<file path="src/rtl/mig_write_coalescer.sv">
// mig_write_coalescer
//   Packs rasterizer pixels that land in the same DRAM beat into one BEAT_W
//   write request with per-byte strobes, for the MIG write-command FIFO.
// Ports:
//   clk_in, rst_in          clock, synchronous active-high reset
//   hcount/vcount/color     pixel position and value
//   frame                   destination buffer (adds FRAME_STRIDE)
//   mask_in                 pixel accepted but sets no strobe
//   valid_in / rdy_out      pixel handshake (rdy_out = output slot free)
//   flush_in                force-close any open beat
//   rdy_in / valid_out      request handshake with the downstream FIFO
//   addr_out/data_out/strobe_out  request payload
//   idle_out                no open beat and no pending request
module mig_write_coalescer #(
  parameter int unsigned HRES         = 320,
  parameter int unsigned VRES         = 180,
  parameter int unsigned PIX_W        = 16,
  parameter int unsigned BEAT_W       = 128,
  parameter int unsigned ADDR_W       = 27,
  parameter int unsigned FRAME_STRIDE = 131072,
  parameter int unsigned IDLE_TIMEOUT = 32
) (
  input  logic                       clk_in,
  input  logic                       rst_in,
  input  logic [$clog2(HRES)-1:0]    hcount,
  input  logic [$clog2(VRES)-1:0]    vcount,
  input  logic [PIX_W-1:0]           color,
  input  logic                       frame,
  input  logic                       mask_in,
  input  logic                       valid_in,
  output logic                       rdy_out,
  input  logic                       flush_in,
  input  logic                       rdy_in,
  output logic                       valid_out,
  output logic [ADDR_W-1:0]          addr_out,
  output logic [BEAT_W-1:0]          data_out,
  output logic [BEAT_W/8-1:0]        strobe_out,
  output logic                       idle_out
);

  localparam int unsigned PPB = BEAT_W / PIX_W;
  localparam int unsigned BPB = BEAT_W / 8;
  localparam int unsigned SPP = PIX_W / 8;
  localparam int unsigned IW  = (IDLE_TIMEOUT > 0) ? $clog2(IDLE_TIMEOUT + 1) : 1;

  typedef enum logic {EMPTY, ACCUM} state_t;

  state_t             state_q, state_d;
  logic               tag_frame_q, tag_frame_d;
  logic [31:0]        tag_beat_q, tag_beat_d;
  logic [BEAT_W-1:0]  acc_data_q, acc_data_d;
  logic [BPB-1:0]     acc_strb_q, acc_strb_d;
  logic [IW-1:0]      idle_q, idle_d;
  logic               pend_q, pend_d;
  logic               out_valid_q, out_valid_d;
  logic [ADDR_W-1:0]  out_addr_q, out_addr_d;
  logic [BEAT_W-1:0]  out_data_q, out_data_d;
  logic [BPB-1:0]     out_strb_q, out_strb_d;

  logic               slot_free, accept, timeout_hit, same_tag, slot_used, close_req;
  logic [31:0]        pix_p, pix_beat, pix_lane;
  logic [BEAT_W-1:0]  w_data;
  logic [BPB-1:0]     w_strb;

  function automatic logic [ADDR_W-1:0] addr_of(input logic f, input logic [31:0] b);
    return ADDR_W'(b) * ADDR_W'(BPB) + (f ? ADDR_W'(FRAME_STRIDE) : '0);
  endfunction

  assign slot_free   = !out_valid_q || rdy_in;
  assign rdy_out     = slot_free;
  assign accept      = valid_in && slot_free;
  assign pix_p       = 32'(vcount) * 32'(HRES) + 32'(hcount);
  assign pix_beat    = pix_p / 32'(PPB);
  assign pix_lane    = pix_p % 32'(PPB);
  assign timeout_hit = (IDLE_TIMEOUT != 0) && (idle_q == IW'(IDLE_TIMEOUT));
  assign same_tag    = (state_q == ACCUM) && (tag_frame_q == frame) && (tag_beat_q == pix_beat);

  assign valid_out  = out_valid_q;
  assign addr_out   = out_addr_q;
  assign data_out   = out_data_q;
  assign strobe_out = out_strb_q;
  assign idle_out   = (state_q == EMPTY) && !out_valid_q;

  always_comb begin
    state_d     = state_q;
    tag_frame_d = tag_frame_q;
    tag_beat_d  = tag_beat_q;
    acc_data_d  = acc_data_q;
    acc_strb_d  = acc_strb_q;
    idle_d      = idle_q;
    pend_d      = pend_q;
    out_valid_d = out_valid_q && !rdy_in;
    out_addr_d  = out_addr_q;
    out_data_d  = out_data_q;
    out_strb_d  = out_strb_q;
    slot_used   = 1'b0;
    close_req   = 1'b0;
    w_data      = '0;
    w_strb      = '0;

    if (accept) begin
      idle_d = '0;
      // Tag change: retire the old beat into the (free) slot first.
      if ((state_q == ACCUM) && !same_tag && (acc_strb_q != '0)) begin
        out_valid_d = 1'b1;
        out_addr_d  = addr_of(tag_frame_q, tag_beat_q);
        out_data_d  = acc_data_q;
        out_strb_d  = acc_strb_q;
        slot_used   = 1'b1;
      end
      if (same_tag) begin
        w_data    = acc_data_q;
        w_strb    = acc_strb_q;
        close_req = pend_q;
      end
      if (!mask_in) begin
        for (int unsigned l = 0; l < PPB; l++) begin
          if (pix_lane == l) begin
            w_data[l*PIX_W +: PIX_W] = color;
            w_strb[l*SPP +: SPP]     = '1;
          end
        end
      end
      close_req = close_req || (pix_lane == 32'(PPB - 1)) || flush_in;
      pend_d    = 1'b0;
      if (close_req && !slot_used) begin
        if (w_strb != '0) begin
          out_valid_d = 1'b1;
          out_addr_d  = addr_of(frame, pix_beat);
          out_data_d  = w_data;
          out_strb_d  = w_strb;
        end
        state_d    = EMPTY;
        acc_data_d = '0;
        acc_strb_d = '0;
      end else begin
        // Slot already taken by the retired beat: keep this one open and
        // let the pending flag close it once the slot frees up.
        state_d     = ACCUM;
        tag_frame_d = frame;
        tag_beat_d  = pix_beat;
        acc_data_d  = w_data;
        acc_strb_d  = w_strb;
        pend_d      = close_req;
      end
    end else if (state_q == ACCUM) begin
      if ((flush_in || timeout_hit || pend_q) && slot_free) begin
        if (acc_strb_q != '0) begin
          out_valid_d = 1'b1;
          out_addr_d  = addr_of(tag_frame_q, tag_beat_q);
          out_data_d  = acc_data_q;
          out_strb_d  = acc_strb_q;
        end
        state_d    = EMPTY;
        acc_data_d = '0;
        acc_strb_d = '0;
        idle_d     = '0;
        pend_d     = 1'b0;
      end else begin
        if (flush_in || timeout_hit) pend_d = 1'b1;
        if (idle_q != IW'(IDLE_TIMEOUT)) idle_d = idle_q + 1'b1;
      end
    end
  end

  always_ff @(posedge clk_in) begin
    if (rst_in) begin
      state_q     <= EMPTY;
      tag_frame_q <= 1'b0;
      tag_beat_q  <= '0;
      acc_data_q  <= '0;
      acc_strb_q  <= '0;
      idle_q      <= '0;
      pend_q      <= 1'b0;
      out_valid_q <= 1'b0;
      out_addr_q  <= '0;
      out_data_q  <= '0;
      out_strb_q  <= '0;
    end else begin
      state_q     <= state_d;
      tag_frame_q <= tag_frame_d;
      tag_beat_q  <= tag_beat_d;
      acc_data_q  <= acc_data_d;
      acc_strb_q  <= acc_strb_d;
      idle_q      <= idle_d;
      pend_q      <= pend_d;
      out_valid_q <= out_valid_d;
      out_addr_q  <= out_addr_d;
      out_data_q  <= out_data_d;
      out_strb_q  <= out_strb_d;
    end
  end

endmodule

</file>
<file path="config.mk">
export PLATFORM = sky130hd
export DESIGN_NAME = mig_write_coalescer
export DESIGN_NICKNAME = d
export VERILOG_FILES = /design/src/rtl/mig_write_coalescer.sv
export SDC_FILE = /design/constraint.sdc
export NUM_CORES = 1
export LEC_CHECK = 0
export BUFFER_PORTS_ARGS = -buffer_cell sky130_fd_sc_hd__buf_2
export CAP_MARGIN = 30
export CORE_UTILIZATION = 50
export CTS_CLUSTER_DIAMETER = 40
export CTS_CLUSTER_SIZE = 28
export DETAILED_ROUTE_END_ITERATION = 10
export GPL_ROUTABILITY_DRIVEN = 0
export PLACE_DENSITY = 0.71
export SYNTH_ARGS = -nofsm -noshare
export SYNTH_HDL_FRONTEND = slang
export SYNTH_SLANG_ARGS = --single-unit
</file>
<file path="constraint.sdc">
create_clock -name clk_in -period 7.05 [get_ports clk_in]
set_input_delay 0.705 -clock clk_in [delete_from_list [all_inputs] [get_ports clk_in]]
set_output_delay 0.705 -clock clk_in [all_outputs]
set_load 0.02 [all_outputs]
</file>
==> metrics.yaml <==
status: "finished clean"
synth_common_cells: "340 x dfxtp_1, 302 x a21oi_1, 175 x nand2_1"
tightest_slew_ps: 1010
synth_area_leaders: "dfxtp_1 38%, a21oi_1 8.5%, mux2i_1 8.2%, o221ai_1 7.2%, mux2_2 6.9%"
hold_depth: 3
syn_avg_cell_area_um2: 8.85
antenna_cells: 0
synth.most_common_cell: "dfxtp_1"
power.leakage_nw: 8.98
reg2reg_from: "state_q"
endpoint_kind: "flip-flop"
drv_slew: 0
netlist_instances: 2008
synth-seq-cells: 340
async_flop_share: 0
insertion_delay_ps: 580
setup_viol: 0
power.density_nw_per_um2: 266
cp-start-kind: "input pin"
numCtsBuffers: 51
die_height_um: 190
r2r_cells: 11
synth_top_area_frac: 0.383
core_um2: 34700
grt_max_degree: 100
synth_top_area_cell: "dfxtp_1"
cp_data_arrival_time_ps: 6090
ctsResizeCount: 0
via_per_inst: 6.47
initial_core_util: 0.512
clock.fmax_mhz: 179
clockBufferDepth: 3
first_pass_iters: 6
timing.rr.end: "addr_out[3]"
synth_cell_type_count: 67
slew_headroom: 0.327
drive_above_1_share: 0.218
hp-start: "hcount[4]"
portBuffers: 213
min_to: "tag_beat_q[1]"
fin_crit_sh: 0.792
hold_path.class: "input pin to flip-flop"
synth-seq-area-share: 0.383
synth_flop_cell: "dfxtp_1"
ant_nets: 0
rrSetupSlack_ps: 2960
drc: 0
ir_worst_vdd_v: 0.000234
place_area_um2: 19000
grt_pass1_wl_mm: 88.5
synth_edf_count: 0
antenna_found_initial: 0
cts.hold.buffers_added: 0
flow.area_growth_from_synthesis_pct: 16.9
finalHoldViolations: 0
io_pins: 214
holdWs_ps: 392
synth_nets: 2071
rsz0062_at_grt: "no"
globalRouteTotalUtil: 0.310
worstSetupPathType: "input pin to flip-flop"
fillerInstances: 3000
nets: 2168
fp-row-count: 68
dieArea_um2: 36300
seqCellArea_um2: 6810
drv_cap: 0
synth_warnings: 0
cts_setup_buffers: 0
cp_max_fo: 99
wirelength_mm: 58.1
clkSinkCount: 340
crit_required_ps: 7560
total_power_mw: 5.52
skew_ps: 20.6
die_x_um: 190
clock-root-buffer: "clkbuf_16"
fin_setup_tns_ps: 0
cts_tree: "yes"
dp_hpwl_mm: 33.6
ctsHtreeMaxLevel: 2
final_area_um2: 20800
grt_pass1_vias: 16000
multi_input_area_um2: 10200
vias: 16800
grt_overflow: 0
drt_iter0_drc: 1490
clk_pin_slew_ps: 50
min_period_ps: 5580
syn-cell-area_um2: 17800
wl_per_cell_um: 22.4
-- cells by family after synthesis --
family / Yosys count / share of synthesized area
AO/OA/AOI/OAI: 679 / 0.238
AND/OR/NAND/NOR: 446 / 0.126
other: 1 / 0.000211
flip-flops: 340 / 0.383
buffers and inverters: 205 / 0.0476
XOR/XNOR: 26 / 0.0151
multiplexers: 288 / 0.172
adder cells (fa/ha/maj): 23 / 0.0170
-- report_power, final --
group	internal [mW]	switching, mW	leakage [nW]
combinational	0.283	0.492	5.33
clock	1.71	0.960	0.876
sequential	2.01	0.0739	2.77
-- per-stage QoR --
stage	instances	setup slack, ps	util
2_1_floorplan	2008	1920	-
3_3_place_gp	2504	1170	0.544
3_5_place_dp	2507	997	0.546
4_1_cts	2599	1580	0.598
5_1_grt	2599	1190	0.598
6_report	2599	1470	0.598
-- flip-flops by register name, indices dropped and copies added (netlist names) --
name         flops
tag_frame_q      1
data_out       128
tag_beat_q      15
addr_out        27
idle_q           6
state_q          1
pend_q           1
acc_data_q     128
strobe_out      16
valid_out        1
acc_strb_q      16
-- how the worst max path moves through the flow --
| stage | startpoint | to | slack, ps | cells past startpoint |
|---|---|---|---|---|
| final | vcount[1] | addr_out[3] | 1470 | 15 |
| after global routing | vcount[1] | addr_out[3] | 1190 | 15 |
| after CTS | vcount[1] | addr_out[3] | 1580 | 15 |
| after detailed placement | vcount[1] | addr_out[3] | 1000 | 15 |
| after global placement | vcount[1] | data_out[106] | 1170 | 17 |
| after floorplan | vcount[1] | data_out[100] | 1920 | 19 |
-- final cells by class --
type / count / share of cell area
clock buffers: 65 / 0.0699
multi-input cells: 1463 / 0.490
well taps: 455 / 0.0274
clock inverters: 27 / 0.0168
repair buffers: 242 / 0.0665
flip-flops and latches: 340 / 0.328
inverters: 7 / 0.00139
-- metal layers --
metal / global-route usage / part of all wire
met3: 0.0703 / 0.098
met5: 0 / 0
met2: 0.504 / 0.46
met4: 0.139 / 0.036
met1: 0.389 / 0.40
-- critical path, stage by stage --
cell      delay, ps
buf_2           130
ha_1            290
ha_1            240
fa_1            490
xnor2_1         200
a211oi_1        550
nor3b_2         400
xor2_1          140
a2111o_1        480
a2111o_1        450
o21ai_4         220
buf_12          590
a22o_1          590
o211a_1         400
and2_1          180
-- layout by cell type (no fill, tap or decap), types with 4 or more instances in the layout --
cell type,instances
clkinv_2,8
nand2b_1,7
mux2i_1,145
bufinv_16,7
xnor2_1,8
nor2_1,43
clkinvlp_4,5
nor3_2,6
a211oi_1,12
clkbuf_16,53
buf_2,213
nand4_1,5
clkinv_4,5
xor2_1,15
clkbuf_8,8
nand3_1,10
mux2_1,34
buf_4,23
inv_1,6
o22ai_1,12
mux2_2,109
a21oi_1,302
nor3_1,24
clkbuf_1,4
o21ai_0,145
and3_1,131
dfxtp_1,340
nor2b_1,9
nand2_1,174
and2_1,15
a221oi_1,10
o221ai_1,146
a21o_1,4
ha_1,21
a221o_1,4
a22o_1,17
(Power assumes the default switching activity.)
